### src/rtl/ptf_rmw_sequencer.sv
// Packs projective-transform pixels into two-pixel memory words and commits them
// to the PTF memory port, using read-modify-write when only one half is known.
module ptf_rmw_sequencer #(
    parameter int unsigned X_W      = 10,
    parameter int unsigned Y_W      = 9,
    parameter int unsigned MEM_W    = 36,
    parameter int unsigned PIX_W    = 18,
    parameter int unsigned TRUNC_W  = 12,
    parameter int unsigned READ_LAT = 2
) (
    input  logic               clock,
    input  logic               reset,
    input  logic               pt_flag,
    input  logic [X_W-1:0]     pt_x,
    input  logic [Y_W-1:0]     pt_y,
    input  logic [TRUNC_W-1:0] pt_pixel,
    output logic               done_pt,
    input  logic               flush,
    output logic               busy,
    output logic               ptf_flag,
    output logic               ptf_wr,
    output logic [X_W-1:0]     ptf_x,
    output logic [Y_W-1:0]     ptf_y,
    output logic [MEM_W-1:0]   ptf_pixel_write,
    input  logic               done_ptf,
    input  logic [MEM_W-1:0]   ptf_pixel_read
);

    localparam int unsigned WX_W  = X_W - 1;
    localparam int unsigned CNT_W = $clog2(READ_LAT + 1);
    localparam int unsigned PAD_W = PIX_W - TRUNC_W;

    typedef enum logic [1:0] {COLLECT, RD_REQ, RD_WAIT, WR_REQ} state_t;

    state_t            state, state_nx;
    logic [WX_W-1:0]   word_x, word_x_nx;
    logic [Y_W-1:0]    word_y, word_y_nx;
    logic [MEM_W-1:0]  data, data_nx;
    logic [1:0]        valid, valid_nx;
    logic              flush_pend, flush_pend_nx, flush_clr;
    logic [CNT_W-1:0]  cnt, cnt_nx;

    logic              same_word;
    logic              accept;
    logic [PIX_W-1:0]  pix_exp;

    assign same_word = (pt_x[X_W-1:1] == word_x) && (pt_y == word_y);
    assign accept    = (state == COLLECT) && pt_flag && !flush_pend
                       && ((valid == 2'b00) || same_word);
    assign pix_exp   = PIX_W'(pt_pixel) << PAD_W;

    // Accept is suppressed while reset is held so no handshake leaks out.
    assign done_pt = accept && !reset;
    assign busy    = (valid != 2'b00) || flush_pend || (state != COLLECT);

    // Next-state and buffer update; valid[1] tracks the upper (even-x) half.
    always_comb begin
        state_nx  = state;
        word_x_nx = word_x;
        word_y_nx = word_y;
        data_nx   = data;
        valid_nx  = valid;
        cnt_nx    = cnt;
        flush_clr = 1'b0;
        case (state)
            COLLECT: begin
                if (accept) begin
                    word_x_nx = pt_x[X_W-1:1];
                    word_y_nx = pt_y;
                    if (pt_x[0]) begin
                        data_nx[PIX_W-1:0] = pix_exp;
                        valid_nx[0]        = 1'b1;
                    end else begin
                        data_nx[MEM_W-1:PIX_W] = pix_exp;
                        valid_nx[1]            = 1'b1;
                    end
                end else if ((valid != 2'b00) && (flush_pend || pt_flag)) begin
                    state_nx = (valid == 2'b11) ? WR_REQ : RD_REQ;
                end else if (flush_pend) begin
                    flush_clr = 1'b1;
                end
            end
            RD_REQ: begin
                if (done_ptf) begin
                    state_nx = RD_WAIT;
                    cnt_nx   = CNT_W'(1);
                end
            end
            RD_WAIT: begin
                if (cnt == CNT_W'(READ_LAT)) begin
                    if (!valid[1]) data_nx[MEM_W-1:PIX_W] = ptf_pixel_read[MEM_W-1:PIX_W];
                    if (!valid[0]) data_nx[PIX_W-1:0]     = ptf_pixel_read[PIX_W-1:0];
                    valid_nx = 2'b11;
                    cnt_nx   = '0;
                    state_nx = WR_REQ;
                end else begin
                    cnt_nx = cnt + CNT_W'(1);
                end
            end
            WR_REQ: begin
                if (done_ptf) begin
                    valid_nx = 2'b00;
                    state_nx = COLLECT;
                end
            end
            default: state_nx = COLLECT;
        endcase
        flush_pend_nx = flush || (flush_pend && !flush_clr);
    end

    // State, buffer and registered memory-port outputs.
    always_ff @(posedge clock or posedge reset) begin
        if (reset) begin
            state           <= COLLECT;
            word_x          <= '0;
            word_y          <= '0;
            data            <= '0;
            valid           <= 2'b00;
            flush_pend      <= 1'b0;
            cnt             <= '0;
            ptf_flag        <= 1'b0;
            ptf_wr          <= 1'b0;
            ptf_x           <= '0;
            ptf_y           <= '0;
            ptf_pixel_write <= '0;
        end else begin
            state           <= state_nx;
            word_x          <= word_x_nx;
            word_y          <= word_y_nx;
            data            <= data_nx;
            valid           <= valid_nx;
            flush_pend      <= flush_pend_nx;
            cnt             <= cnt_nx;
            ptf_flag        <= (state_nx == RD_REQ) || (state_nx == WR_REQ);
            ptf_wr          <= (state_nx == WR_REQ);
            ptf_x           <= {word_x_nx, 1'b0};
            ptf_y           <= word_y_nx;
            ptf_pixel_write <= data_nx;
        end
    end

endmodule

### config.mk
export PLATFORM = sky130hd
export DESIGN_NAME = ptf_rmw_sequencer
export DESIGN_NICKNAME = d
export VERILOG_FILES = /design/src/rtl/ptf_rmw_sequencer.sv
export SDC_FILE = /design/constraint.sdc
export NUM_CORES = 1
export LEC_CHECK = 0
export CAP_MARGIN = 20
export CORE_UTILIZATION = 50
export DETAILED_ROUTE_END_ITERATION = 8
export GPL_TIMING_DRIVEN = 0
export PLACE_DENSITY = 0.95
export SLEW_MARGIN = 20
export SYNTH_ARGS = -nofsm -noshare
export SYNTH_HDL_FRONTEND = slang
export SYNTH_SLANG_ARGS = --single-unit
### constraint.sdc
create_clock -name clock -period 4.4 [get_ports clock]
set_input_delay 0.88 -clock clock [delete_from_list [all_inputs] [get_ports clock]]
set_output_delay 0.88 -clock clock [all_outputs]
set_load 0.05 [all_outputs]
==> reports/summary.txt <==
DRT iter0 DRCs - 519
drt via density - 6.74
hold depth - 1
Synth Cell Area - 4110 sq um
fin cells - 695
Area growth, synth to finish - 40.5%
WL final - 14.3 mm
core area - 7850 sq um
relative max-transition margin - 0.626
FP Rows - 32
n_diodes - 0
Post-CTS Repair Setup Buffers - 0
total track usage - 0.339
Routed Antenna Nets - 0
crit share post-route - 0.963
post-layout instance area - 5770 sq um
largest fanout on the critical path - 10
Post-synth top flop - dfrtp_1
MaxCap Viol Count - 0
CP arrival - 3.36 ns
die height - 92.6 um
unrepaired setup endpoints after global routing - no
CP startpoint kind - input pin
CTS tree - yes
total iterations of the first detailed-routing run - 6
Seq/Total Area, Yosys - 0.384
DP Wirelength - 10.3 mm
R2R cell count - 7
Final Critical Period - 4.24 ns
syn_area_per_cell - 9.19 sq um
Yosys cell types - 48
Cell Pwr Density - 610 nW/um^2
largest net degree at the start of global routing - 34
initial antenna violation count - 0
first-pass GRT wire length - 23.0 mm
placed cell count - 679
share of cells above drive strength 1 - 0.0911
I/O pin count - 131
Clock Path Buffers - 2
leading area contributor after synthesis - dfrtp_1
Critical Path RT - 3.52 ns
Worst-Skew Late Latency - 0.35 ns
fin nets - 660
Synth Register Bits - 63
TritonCTS buffer count - 9
vias in the first global route - 4,605
syn_nets - 519
outcome - finished, final reports clean
Buffers on Ports - 129
Synth area leaders - dfrtp_1, a221oi_1, a31oi_1
Mapped Cells - 447
Die Wd - 92.6 um
Slew Viols, Final - 0
GRT overflow - 0
FMAX - 236 MHz
Leakage - 2.26 nW
clock sinks - 63
Area after DPL - 5550 sq um
hold_buf cts - 0
Synth top area share - 0.384
Initial Util - 0.523
Final Hold Fails - 0
drc violations - 0
clock-pin slew on the worst setup and hold paths - 0.07 ns
H-tree lvl count - 3
clock skew - 0.00532 ns
crit path capture type - output pin
Fin Setup TNS - 0 ns
peak supply drop - 0.496 mV
Critical Setup Path Class - in2out
endpoints failing setup - 0
class of the worst hold path - reg2reg
synth warn - 0
Die ar. - 8580 sq um
vias - 4,687
Slew @ Worst Pin - 0.561 ns
post-cts sizing count - 1
ys async rst share - 1.00
DR WL/cell - 20.5 um
Post-synth EDFFs - 0
Final GP Congestion - 0.903
root buffer cell - clkbuf_8
final design utilization - 0.735
==> metrics by stage <==
step           setup slack (ns)  total power, W  hold slack [ns]
2_1_floorplan             0.597         0.00225            0.539
3_5_place_dp            -0.0938         0.00292            0.515
5_1_grt                  0.0530         0.00366            0.550
6_report                  0.162         0.00352            0.533
3_3_place_gp            0.00746         0.00285            0.510
4_1_cts                   0.184         0.00348            0.536
==> cell usage after synthesis, types with 2 or more instances <==
master     number
a21boi_0        2
a21oi_1        32
a221oi_1       24
a22oi_1         2
a31oi_1        31
a32o_1         12
and3_1         14
and3b_1        11
buf_2          12
buf_4           8
buf_6           5
clkbuf_1       25
dfrtp_1        63
inv_1          21
mux2i_1        11
nand2_1        14
nand2_2         2
nand2b_1        2
nand3_1        20
nand3b_1        2
nand4_1        29
nor2_1          7
nor3_1          2
nor4_1          3
o21ai_0        25
o2bb2ai_1      12
o311ai_0        8
o311ai_1       10
or2_2           2
xor2_1         18
==> report_power, final <==
part           total (W)  internal [W]  switching (W)  leakage (nW)
clock network   0.000569      0.000319       0.000250         0.105
registers       0.000921      0.000778       0.000143         0.679
logic            0.00203      0.000713        0.00132          1.48
total            0.00352       0.00181        0.00171          2.26
==> cell usage in the layout (no fill, tap or decap), types with 2 or more instances in the layout <==
cell / count
clkdlybuf4s50_1: 128
dfrtp_1: 63
a21oi_1: 32
a31oi_1: 31
nand4_1: 29
clkbuf_1: 25
o21ai_0: 25
a221oi_1: 24
inv_1: 20
nand3_1: 20
xor2_1: 18
and3_1: 14
nand2_1: 14
buf_2: 12
o2bb2ai_1: 12
a32o_1: 12
mux2i_1: 11
and3b_1: 11
o311ai_1: 10
clkbuf_8: 9
buf_4: 8
o311ai_0: 8
nor2_1: 7
buf_6: 5
nor4_1: 3
or2_2: 2
nand2_2: 2
nand3b_1: 2
nand2b_1: 2
a21boi_0: 2
nor3_1: 2
a22oi_1: 2
clkinvlp_4: 2
bufinv_16: 2
clkinv_4: 2
==> worst paths after layout <==
| path | from | endpoint | slack (ns) |
|---|---|---|---|
| max | pt_y[4] | done_pt | 0.16 |
| min | data[21] | data[21] | 0.53 |
| max reg2reg | valid[1] | data[6] | 2.24 |
| min reg2reg | data[21] | data[21] | 0.53 |
| max in group asynchronous | reset | data[12] | 2.98 |
| min in group asynchronous | reset | ptf_flag | 0.91 |
==> cell families after synthesis <==
family / synth area share
AND/OR/NAND/NOR: 0.181
other: 0.000913
flip-flops: 0.384
XOR/XNOR: 0.0405
AO/OA/AOI/OAI: 0.281
multiplexers: 0.0268
buffers and inverters: 0.0859
==> area by class of cell <==
cell class	count	area, sq um
buffer	51	274
clock buffer	9	124
clock inverter	7	97.6
fill	580	2080
inverter	21	81.3
multi-input combinational	312	2180
sequential	63	1580
tap	102	128
timing repair buffer	130	1310
==> flip-flops by register name (all words and copies together), names as in the netlist, 2 cells and up <==
name	flops
cnt	2
data	36
ptf_x	9
state	2
valid	2
word_y	9
==> worst max-delay path: stages <==
cell,delay [ns]
clkdlybuf4s50_1,0.48
xor2_1,0.19
nor4_1,0.37
and3_1,0.22
buf_4,0.17
buf_6,0.16
a21oi_1,0.12
nor3_1,0.20
dlygate4sd2_1,0.57
==> layer usage <==
layer | up-vias | GRT usage | wire, um
li1 | 2027 | - | -
met2 | 364 | 0.558 | 6860
met3 | 61 | 0.0690 | 1440
met4 | 0 | 0.149 | 493
met5 | - | 0 | 0
met1 | 2235 | 0.431 | 5480
Power figures use the tool's default switching activity.
